**config.mk**
```make
export PLATFORM = sky130hd
export DESIGN_NAME = fpmul_stream
export DESIGN_NICKNAME = d
export VERILOG_FILES = /design/src/rtl/fpmul_stream_pkg.sv /design/src/rtl/FPmul.sv /design/src/rtl/fpmul_stream_fifo.sv /design/src/rtl/fpmul_stream.sv
export SDC_FILE = /design/constraint.sdc
export NUM_CORES = 2
export LEC_CHECK = 0
export BUFFER_PORTS_ARGS = -buffer_cell sky130_fd_sc_hd__buf_2
export CELL_PAD_IN_SITES_DETAIL_PLACEMENT = 1
export CELL_PAD_IN_SITES_GLOBAL_PLACEMENT = 1
export CORE_ASPECT_RATIO = 1.4
export CORE_MARGIN = 8
export CORE_UTILIZATION = 25
export CTS_CLUSTER_SIZE = 28
export DETAILED_ROUTE_END_ITERATION = 10
export GPL_ROUTABILITY_DRIVEN = 0
export PLACE_DENSITY_LB_ADDON = 0.1
export SYNTH_ARGS = -nofsm -noshare
export SYNTH_HDL_FRONTEND = slang
export SYNTH_SLANG_ARGS = --single-unit
export TNS_END_PERCENT = 10
```
**constraint.sdc**
```tcl
create_clock -name clk -period 8.3 [get_ports clk]
set_clock_uncertainty 0.1 [all_clocks]
set_input_delay 1.245 -clock clk [delete_from_list [all_inputs] [get_ports clk]]
set_output_delay 1.245 -clock clk [all_outputs]
set_load 0.01 [all_outputs]
```
**src/rtl/fpmul_stream_pkg.sv**
```systemverilog
// Shared types and default parameters for the streaming FP multiplier wrapper.
package fpmul_stream_pkg;

  typedef enum logic {
    INIT = 1'b0,
    RUN  = 1'b1
  } state_t;

  localparam int unsigned DEF_DATA_W     = 32;
  localparam int unsigned DEF_TAG_W      = 4;
  localparam int unsigned DEF_PIPE_LAT   = 4;
  localparam int unsigned DEF_FIFO_DEPTH = 8;
  localparam int unsigned DEF_CNT_W      = 32;

  // Output buffer must hold every credit-admitted beat and wrap on a power of two.
  function automatic bit cfg_ok(input int unsigned depth, input int unsigned lat);
    return (depth >= lat) && (depth != 0) && ((depth & (depth - 1)) == 0);
  endfunction

endpackage

```
**src/rtl/FPmul.sv**
```systemverilog
// Four-stage IEEE-754 single-precision multiplier core (RNE, subnormals flushed to zero).
module FPmul (
  input  logic        clk,
  input  logic        RST_n,
  input  logic        VIN,
  input  logic [31:0] FP_A,
  input  logic [31:0] FP_B,
  output logic [31:0] FP_Z,
  output logic        VOUT
);

  typedef enum logic [1:0] {CLS_NUM, CLS_ZERO, CLS_INF, CLS_NAN} cls_t;

  logic [7:0]        w_ea, w_eb;
  logic              w_a_zero, w_b_zero, w_a_inf, w_b_inf, w_nan;
  cls_t              w_cls;
  logic              r1_sign, r2_sign, r3_sign;
  logic signed [9:0] r1_exp, r2_exp, r3_exp, w_norm_exp;
  logic [23:0]       r1_ma, r1_mb;
  cls_t              r1_cls, r2_cls, r3_cls;
  logic [47:0]       r2_prod;
  logic [22:0]       w_frac, r3_frac;
  logic              w_guard, w_sticky, w_rnd;
  logic [23:0]       w_frac_rnd;
  logic [31:0]       w_z;
  logic [3:0]        r_vout;

  // Operand classification for special-value handling.
  always_comb begin
    w_ea     = FP_A[30:23];
    w_eb     = FP_B[30:23];
    w_a_zero = (w_ea == 8'd0);
    w_b_zero = (w_eb == 8'd0);
    w_a_inf  = (w_ea == 8'hFF) && (FP_A[22:0] == 23'd0);
    w_b_inf  = (w_eb == 8'hFF) && (FP_B[22:0] == 23'd0);
    w_nan    = ((w_ea == 8'hFF) && (FP_A[22:0] != 23'd0)) ||
               ((w_eb == 8'hFF) && (FP_B[22:0] != 23'd0)) ||
               (w_a_inf && w_b_zero) || (w_b_inf && w_a_zero);
    w_cls    = CLS_NUM;
    if (w_nan)                  w_cls = CLS_NAN;
    else if (w_a_inf || w_b_inf) w_cls = CLS_INF;
    else if (w_a_zero || w_b_zero) w_cls = CLS_ZERO;
  end

  // Normalise the mantissa product and round to nearest even.
  always_comb begin
    w_norm_exp = r2_exp;
    w_frac     = r2_prod[45:23];
    w_guard    = r2_prod[22];
    w_sticky   = |r2_prod[21:0];
    if (r2_prod[47]) begin
      w_frac     = r2_prod[46:24];
      w_guard    = r2_prod[23];
      w_sticky   = |r2_prod[22:0];
      w_norm_exp = r2_exp + 10'sd1;
    end
    w_rnd      = w_guard & (w_sticky | w_frac[0]);
    w_frac_rnd = 24'(w_frac) + 24'(w_rnd);
    if (w_frac_rnd[23]) w_norm_exp = w_norm_exp + 10'sd1;
  end

  // Final packing with overflow to infinity and underflow to signed zero.
  always_comb begin
    w_z = {r3_sign, r3_exp[7:0], r3_frac};
    case (r3_cls)
      CLS_NAN:  w_z = 32'h7FC0_0000;
      CLS_INF:  w_z = {r3_sign, 8'hFF, 23'd0};
      CLS_ZERO: w_z = {r3_sign, 31'd0};
      default: begin
        if (r3_exp >= 10'sd255)    w_z = {r3_sign, 8'hFF, 23'd0};
        else if (r3_exp <= 10'sd0) w_z = {r3_sign, 31'd0};
      end
    endcase
  end

  // Pipeline registers: unpack, multiply, round, pack.
  always_ff @(posedge clk) begin
    if (!RST_n) begin
      r1_sign <= 1'b0; r1_exp <= '0; r1_ma <= '0; r1_mb <= '0; r1_cls <= CLS_ZERO;
      r2_sign <= 1'b0; r2_exp <= '0; r2_prod <= '0; r2_cls <= CLS_ZERO;
      r3_sign <= 1'b0; r3_exp <= '0; r3_frac <= '0; r3_cls <= CLS_ZERO;
      FP_Z    <= '0;
      r_vout  <= '0;
    end else begin
      r1_sign <= FP_A[31] ^ FP_B[31];
      r1_exp  <= 10'(w_ea) + 10'(w_eb) - 10'sd127;
      r1_ma   <= {1'b1, FP_A[22:0]};
      r1_mb   <= {1'b1, FP_B[22:0]};
      r1_cls  <= w_cls;
      r2_sign <= r1_sign;
      r2_exp  <= r1_exp;
      r2_prod <= 48'(r1_ma) * 48'(r1_mb);
      r2_cls  <= r1_cls;
      r3_sign <= r2_sign;
      r3_exp  <= w_norm_exp;
      r3_frac <= w_frac_rnd[22:0];
      r3_cls  <= r2_cls;
      FP_Z    <= w_z;
      r_vout  <= {r_vout[2:0], VIN};
    end
  end

  assign VOUT = r_vout[3];

endmodule

```
**src/rtl/fpmul_stream_fifo.sv**
```systemverilog
// Synchronous data+tag FIFO with occupancy count and push-drop indication.
module fpmul_stream_fifo #(
  parameter  int unsigned DATA_W = 32,
  parameter  int unsigned TAG_W  = 4,
  parameter  int unsigned DEPTH  = 8,
  localparam int unsigned CW     = $clog2(DEPTH + 1)
) (
  input  logic              i_clk,
  input  logic              i_rst,
  input  logic              i_push,
  input  logic [DATA_W-1:0] i_data,
  input  logic [TAG_W-1:0]  i_tag,
  input  logic              i_pop,
  output logic [DATA_W-1:0] o_data,
  output logic [TAG_W-1:0]  o_tag,
  output logic [CW-1:0]     o_count,
  output logic              o_drop_c
);

  localparam int unsigned AW = $clog2(DEPTH);

  logic [DATA_W-1:0] r_mem_data [DEPTH];
  logic [TAG_W-1:0]  r_mem_tag  [DEPTH];
  logic [AW-1:0]     r_wr_ptr, r_rd_ptr;
  logic [CW-1:0]     r_count;
  logic              w_pop, w_full, w_wr;

  assign w_pop    = i_pop && (r_count != '0);
  assign w_full   = (r_count == CW'(DEPTH));
  assign w_wr     = i_push && (!w_full || w_pop);
  assign o_drop_c = i_push && w_full && !w_pop;
  assign o_data   = r_mem_data[r_rd_ptr];
  assign o_tag    = r_mem_tag[r_rd_ptr];
  assign o_count  = r_count;

  // Storage, pointers and count; a pop on full frees the slot the push takes.
  always_ff @(posedge i_clk) begin
    if (i_rst) begin
      r_wr_ptr <= '0;
      r_rd_ptr <= '0;
      r_count  <= '0;
      for (int i = 0; i < int'(DEPTH); i++) begin
        r_mem_data[i] <= '0;
        r_mem_tag[i]  <= '0;
      end
    end else begin
      if (w_wr) begin
        r_mem_data[r_wr_ptr] <= i_data;
        r_mem_tag[r_wr_ptr]  <= i_tag;
        r_wr_ptr             <= r_wr_ptr + AW'(1);
      end
      if (w_pop) r_rd_ptr <= r_rd_ptr + AW'(1);
      case ({w_wr, w_pop})
        2'b10:   r_count <= r_count + CW'(1);
        2'b01:   r_count <= r_count - CW'(1);
        default: r_count <= r_count;
      endcase
    end
  end

endmodule

```
**src/rtl/fpmul_stream.sv**
```systemverilog
// Streaming valid/ready wrapper around FPmul with tag sideband and credit-based output buffering.
module fpmul_stream
  import fpmul_stream_pkg::*;
#(
  parameter int unsigned DATA_W     = DEF_DATA_W,
  parameter int unsigned TAG_W      = DEF_TAG_W,
  parameter int unsigned PIPE_LAT   = DEF_PIPE_LAT,
  parameter int unsigned FIFO_DEPTH = DEF_FIFO_DEPTH,
  parameter int unsigned CNT_W      = DEF_CNT_W
) (
  input  logic              clk,
  input  logic              rst,
  input  logic              in_valid,
  output logic              in_ready,
  input  logic [DATA_W-1:0] in_a,
  input  logic [DATA_W-1:0] in_b,
  input  logic [TAG_W-1:0]  in_tag,
  output logic              out_valid,
  input  logic              out_ready,
  output logic [DATA_W-1:0] out_data,
  output logic [TAG_W-1:0]  out_tag,
  output logic [CNT_W-1:0]  acc_count,
  output logic [CNT_W-1:0]  ret_count,
  output logic              ovf_err
);

  localparam int unsigned FCW   = $clog2(FIFO_DEPTH + 1);
  localparam int unsigned OCC_W = $clog2(FIFO_DEPTH + PIPE_LAT + 1);

  if (!cfg_ok(FIFO_DEPTH, PIPE_LAT)) begin : g_cfg_err
    $error("fpmul_stream: FIFO_DEPTH must be a power of two and >= PIPE_LAT");
  end

  state_t             r_state, w_state_nxt;
  logic [PIPE_LAT-1:0] r_vld;
  logic [TAG_W-1:0]   r_tag_pipe [PIPE_LAT];
  logic [OCC_W-1:0]   w_inflight, w_occ;
  logic [FCW-1:0]     w_fifo_count;
  logic [DATA_W-1:0]  w_core_z;
  logic               w_accept, w_push, w_pop, w_drop, w_rst_n, w_vout_unused;

  assign w_rst_n   = ~rst;
  assign w_accept  = in_valid && in_ready;
  assign w_push    = r_vld[PIPE_LAT-1];
  assign out_valid = (w_fifo_count != '0);
  assign w_pop     = out_valid && out_ready;

  FPmul u_core (
    .clk   (clk),
    .RST_n (w_rst_n),
    .VIN   (1'b1),
    .FP_A  (in_a),
    .FP_B  (in_b),
    .FP_Z  (w_core_z),
    .VOUT  (w_vout_unused)
  );

  fpmul_stream_fifo #(
    .DATA_W (DATA_W),
    .TAG_W  (TAG_W),
    .DEPTH  (FIFO_DEPTH)
  ) u_fifo (
    .i_clk    (clk),
    .i_rst    (rst),
    .i_push   (w_push),
    .i_data   (w_core_z),
    .i_tag    (r_tag_pipe[PIPE_LAT-1]),
    .i_pop    (w_pop),
    .o_data   (out_data),
    .o_tag    (out_tag),
    .o_count  (w_fifo_count),
    .o_drop_c (w_drop)
  );

  // Beats still inside the core pipeline, counted against buffer credit.
  always_comb begin
    w_inflight = '0;
    for (int i = 0; i < int'(PIPE_LAT); i++) w_inflight = w_inflight + OCC_W'(r_vld[i]);
    w_occ = OCC_W'(w_fifo_count) + w_inflight;
  end

  // State register.
  always_ff @(posedge clk) begin
    if (rst) r_state <= INIT;
    else     r_state <= w_state_nxt;
  end

  // Next state and input-side ready; a same-cycle pop does not free credit.
  always_comb begin
    w_state_nxt = r_state;
    in_ready    = 1'b0;
    case (r_state)
      INIT:    w_state_nxt = RUN;
      RUN:     in_ready    = (w_occ < OCC_W'(FIFO_DEPTH));
      default: w_state_nxt = INIT;
    endcase
  end

  // Valid/tag shift register running alongside the core.
  always_ff @(posedge clk) begin
    if (rst) begin
      r_vld <= '0;
      for (int i = 0; i < int'(PIPE_LAT); i++) r_tag_pipe[i] <= '0;
    end else begin
      r_vld         <= {r_vld[PIPE_LAT-2:0], w_accept};
      r_tag_pipe[0] <= in_tag;
      for (int i = 1; i < int'(PIPE_LAT); i++) r_tag_pipe[i] <= r_tag_pipe[i-1];
    end
  end

  // Transaction counters and sticky overflow flag.
  always_ff @(posedge clk) begin
    if (rst) begin
      acc_count <= '0;
      ret_count <= '0;
      ovf_err   <= 1'b0;
    end else begin
      acc_count <= acc_count + CNT_W'(w_accept);
      ret_count <= ret_count + CNT_W'(w_pop);
      if (w_drop) ovf_err <= 1'b1;
    end
  end

endmodule

```
# == Word level (Yosys, flattened, before mapping) ==
# Memories as Yosys holds them, arrays and structs flattened. A register that Yosys moved wholly into a read port is not among the register bits.
# Index checks and enable logic that the tools add are counted.
# totals
n_memories,3
ramBits,304
input_bits,72
output_inout_bits,103
ff_bits,270
# memory_table
memory,depth,width,rd,rd_ports_with_merged_regs,write_ports,line_no,source
u_fifo.r_mem_data,8,32,1,1,8,fpmul_stream_fifo.sv:22,logic [DATA_W-1:0] r_mem_data [DEPTH];
u_fifo.r_mem_tag,8,4,1,1,8,fpmul_stream_fifo.sv:23,logic [TAG_W-1:0] r_mem_tag [DEPTH];
r_tag_pipe,4,4,4,0,4,fpmul_stream.sv:36,logic [TAG_W-1:0] r_tag_pipe [PIPE_LAT];
# op_classes
add_sub_neg,15
n_reduce_logical,33
n_bitwise,7
n_lt_le_gt_ge,3
n_eq_ne,8
mul,1
n_mux,35
# ops
op,count
one-hot mux 32 bit (3 select lines),1
adder 32 x 1 -> 32 bit,2
two-way mux 31 bit,2
multiplier 24 x 24 -> 48 bit,1
two-way mux 24 bit,2
logical NOT 23 bit,2
nonzero test 23 bit,2
two-way mux 32 bit,1
OR reduction 32 bit,1
adder 23 x 1 -> 24 bit,1
two-way mux 23 bit,1
OR reduction 23 bit,1
OR reduction 22 bit,1
adder 10 x 2 -> 10 bit (second input constant),2
two-way mux 10 bit,2
two-way mux 4 bit,5
two-way mux 3 bit,6
equality test 8 bit (second input constant),2
logical NOT 8 bit,2
logical AND 1 bit,12
two-way mux 1 bit,12
greater-or-equal comparator 10 x 9 -> 1 bit (second input constant),1
<= comparator 10 x 1 -> 1 bit (second input constant),1
subtractor 10 x 7 -> 10 bit (second input constant),1
23 further kinds,38

# == Logic depth before layout (Yosys ltp) ==
# logic_depth
word_depth,10
depth_mapped,27

# == Modules after synthesis ==
# From an unflattened synthesis, not the netlist that was laid out.
# unflattened
cells_unflattened,4282
area_unflattened_um2,43404.1
# by_module_without_submodules
module,instances,area_each_um2,cells_per_inst
FPmul,1,26397.8,2954
fpmul_stream_fifo,1,13237.7,912
fpmul_stream,1,3768.6,416

# == Worst setup path before layout ==
# No wires, ideal clock.
# synth_path
kind,register to register
from,register u_core.r1_mb[3]
to,register u_core.r2_prod[41]
path_stages_with_launch,26
path_slack_ns,1.553
t_arrival_ns,6.526
period_less_slack_ns,6.747
path_cell_list,dfxtp_1 clkbuf_1 nand2_1 fa_1 inv_1 fa_1 inv_1 fa_1 inv_1 fa_1 inv_1 fa_1 inv_1 fa_1 inv_1 fa_1 inv_1 ha_1 clkbuf_1 nand3_1 nor2_1 o21ai_0 o21ai_0 a41oi_1 o31ai_1 mux2_2
# synth_between
elab_chain_len,1
# synth_rtl
item,line_no,source
from (decl),FPmul.sv:19,"logic [23:0] r1_ma, r1_mb;"
from (signal assigned),FPmul.sv:88,"r1_mb <= {1'b1, FP_B[22:0]};"
multiplier 24 x 24 -> 48 bit,FPmul.sv:92,r2_prod <= 48'(r1_ma) * 48'(r1_mb);
to (signal assigned),FPmul.sv:92,
to (decl),FPmul.sv:21,logic [47:0] r2_prod;
# Every way passes these cells.
# A chain may end at the register's enable or synchronous reset.

# == Final worst setup path ==
# layout_path
from,register u_core.r1_mb[0]
to,register u_core.r2_prod[47]
# The elaborated chain is that of the path after synthesis.

==> insert_results.sql <==
INSERT INTO impl_metrics (metric_group, metric, value, unit) VALUES
('outcome', 'run_status', 'finished clean', ''),
('synthesis', 'post_synth_inst_count', '4080', ''),
('sta', 'final.setup.worst_slack', '577', 'ps'),
('drt', 'dr.pass1.iters', '4', ''),
('placement', 'pre_cts_slack', '565', 'ps'),
('cells_and_area', 'seq_area', '14400', 'um^2'),
('cells_and_area', 'nFillCells', '19200', ''),
('clock_network', 'cts_sink_cnt', '575', ''),
('setup_path', 'worst_setup_path_start_kind', 'flip-flop', ''),
('cells_and_area', 'fin_area', '49000', 'um^2'),
('placement', 'place.port_buffers', '174', ''),
('synthesis', 'count_of_yosys_warnings_during_synthesis', '0', ''),
('clock_network', 'cts_inserted_buffers', '72', ''),
('sta', 'drv_slew', '0', ''),
('sta', 'fin_worst_hold_slack', '310', 'ps'),
('cells_and_area', 'multiInputGateArea', '25500', 'um^2'),
('sta', 'finalWorstPathRequiredPeriod', '7720', 'ps'),
('setup_path', 'worst_setup_path_startpoint', 'u_core.r1_mb[0]', ''),
('grt', 'grt.total_usage', '15.0', '%'),
('setup_path', 'critical-path-top-delay-family', 'adder cells', ''),
('synthesis', 'synth_enable_flop_cells', '288', ''),
('setup_path', 'r2r-start', 'u_core.r1_mb[0]', ''),
('floorplanning', 'start_util', '25.1', '%'),
('drt', 'initialDrtViolationCount', '948', ''),
('grt', 'grt_overflow_total', '0', ''),
('clock_network', 'tritoncts_clock_tree', 'done', ''),
('clock_network', 'post_cts.resized_instances', '0', ''),
('setup_path', 'path_buf_inv', '6', ''),
('setup_path', 'crit_path_end_kind', 'flip-flop', ''),
('clock_network', 'holdBufCountCts', '0', ''),
('drt', 'postRouteAntennaNets', '0', ''),
('clock_network', 'cts_root_buffer', 'clkbuf_16', ''),
('drt', 'post-route-drc-count', '0', ''),
('synthesis', 'cell_taking_the_most_area_after_synthesis', 'fa_1', ''),
('power', 'worst_ir_drop_vdd', '0.165', 'mV'),
('clock_network', 'clock_insertion_delay_worst_skew', '670', 'ps'),
('placement', 'place_hpwl', '102', 'mm'),
('power', 'leakage', '0.0208', 'uW'),
('floorplanning', 'fp.dieH', '505', 'um'),
('drt', 'via_count', '28300', ''),
('sta', 'setup_total_negative_slack', '0', 'ps'),
('sta', 'layout_worst_path_cycle_share', '93.1', '%'),
('synthesis', 'top_post_synthesis_cells_by_area', 'fa_1, edfxtp_1, dfxtp_1', ''),
('setup_path', 'crit_top_cell', 'fa_1', ''),
('synthesis', 'post_synth_instance_area', '42700', 'um^2'),
('synthesis', 'yosys.area.top_type_share', '22.7', '%'),
('clock_network', 'cts_buffer_depth', '3', ''),
('flow_run', 'drv.max_cap_violation_count', '0', ''),
('grt', 'antenna_found_initial', '6', ''),
('power', 'power.density', '209', 'nW/um^2'),
('power', 'power.total', '10200', 'uW'),
('setup_path', 'crit_slowest_cell', 'dfxtp_1', ''),
('setup_path', 'setup.worst_path.end', 'u_core.r2_prod[47]', ''),
('clock_network', 'clkSlewWorstSetupHoldPaths', '60', 'ps'),
('synthesis', 'synth_fp_nets', '4834', ''),
('cells_and_area', 'final_layout_size_suffix_gt1_share', '12.4', '%'),
('floorplanning', 'row_count', '179', ''),
('sta', 'timing.fmax', '0.129', 'GHz'),
('sta', 'unrepaired_setup_endpoints_after_global_routing', 'no', ''),
('setup_path', 'cpPeakStageDelay', '980', 'ps'),
('setup_path', 'crit_arrival', '8210', 'ps'),
('sta', 'worst-slew-pin-transition', '1130', 'ps'),
('drt', 'via_density', '4.33', ''),
('sta', 'setup_violations', '0', ''),
('cells_and_area', 'area_growth', '14.7', '%'),
('synthesis', 'netlist-cell-type-count', '63', ''),
('synthesis', 'synth_ff_type', 'edfxtp_1', ''),
('sta', 'timing.final.hold_violations', '0', ''),
('clock_network', 'cts_setup_buffers', '0', ''),
('floorplanning', 'dieArea', '184000', 'um^2'),
('drt', 'drt_wirelength', '138', 'mm');
[kinds of logic (layout without fill, tap and decap cells)]
logic type,count (synthesis),count (layout),share of synthesized area (%)
AOI/OAI and AO/OA,260,260,3.71
xor gates and xnor gates,151,151,3.10
adders and majority gates,682,682,28.5
buffers and inverters,762,951,6.72
DFF,575,575,33.7
muxes,133,133,5.37
other,0,5,0
and+or+nand+nor,1517,1517,18.9
[power breakdown]
group / leakage [uW] / switching [uW] / internal [uW]
clock: 0.00124 / 1330 / 1980
combinational: 0.0142 / 2220 / 1340
sequential: 0.00534 / 180 / 3160
[synthesized netlist by cell type, drive strengths merged, types with 47 or more instances]
master,number
and2,617
fa,485
mux4,72
xnor2,52
inv,558
a21oi,93
o21ai,62
dfxtp,287
ha,197
nor2b,108
edfxtp,288
mux2,47
nor2,194
xor2,99
clkbuf,184
nand2,379
[metal layers]
layer	routed length, um	share of wire (%)	global-route usage (%)	vias up
met4	2890	2.1	3.65	0
li1	-	-	-	13200
met2	73400	53	28.4	343
met5	0	0	0	-
met3	3890	2.8	1.69	139
met1	58200	42	17.9	14600
[per-stage QoR]
stage,std cells,utilization (%)
5_1_grt,6533,28.8
4_1_cts,6531,28.8
3_5_place_dp,6398,27.4
6_report,6536,28.8
2_1_floorplan,4080,-
3_3_place_gp,6398,27.4
[cell type report]
class	count	area share, %
tap	2262	5.78
inverter	559	4.29
multi-input combinational	2743	52.1
timing repair buffer	259	3.23
clock buffer	104	4.32
clock inverter	29	0.828
antenna	5	0.0256
sequential	575	29.4
[state kept, by name (all words and copies together) (netlist names), 4 cells and up, named ones only]
register	cells
acc_count	32
r_tag_pipe	16
r_vld	4
ret_count	32
u_core.FP_Z	32
u_core.r1_exp	10
u_core.r1_ma	23
u_core.r1_mb	24
u_core.r2_exp	10
u_core.r2_prod	48
u_core.r3_exp	10
u_core.r3_frac	23
u_fifo.o_count	4
u_fifo.r_mem_data	256
u_fifo.r_mem_tag	32
[placed cells by master, fill, tap and decap left out, drive strengths merged, types with 52 or more instances in the layout]
master | Yosys | final
xnor2 | 52 | 52
and2 | 617 | 617
dfxtp | 287 | 287
nor2b | 108 | 108
a21oi | 93 | 93
ha | 197 | 197
o21ai | 62 | 62
nand2 | 379 | 379
fa | 485 | 485
mux4 | 72 | 72
nor2 | 194 | 194
buf | 19 | 259
xor2 | 99 | 99
edfxtp | 288 | 288
inv | 558 | 559
clkbuf | 184 | 104
[how the worst min path moves through the flow]
stage	start	endpoint	slack, ps	cells past startpoint
3_3_place_gp	u_core.r1_cls[0]	u_core.r2_cls[0]	290	1
3_5_place_dp	u_core.r2_cls[0]	u_core.r3_cls[0]	300	1
4_1_cts	u_core.r1_cls[0]	u_core.r2_cls[0]	320	1
5_1_grt	u_core.r1_cls[0]	u_core.r2_cls[0]	330	1
2_1_floorplan	u_core.r1_cls[0]	u_core.r2_cls[0]	290	1
6_report	u_core.r2_cls[0]	u_core.r3_cls[0]	310	1
No activity file was read; power rests on OpenSTA's default activity.
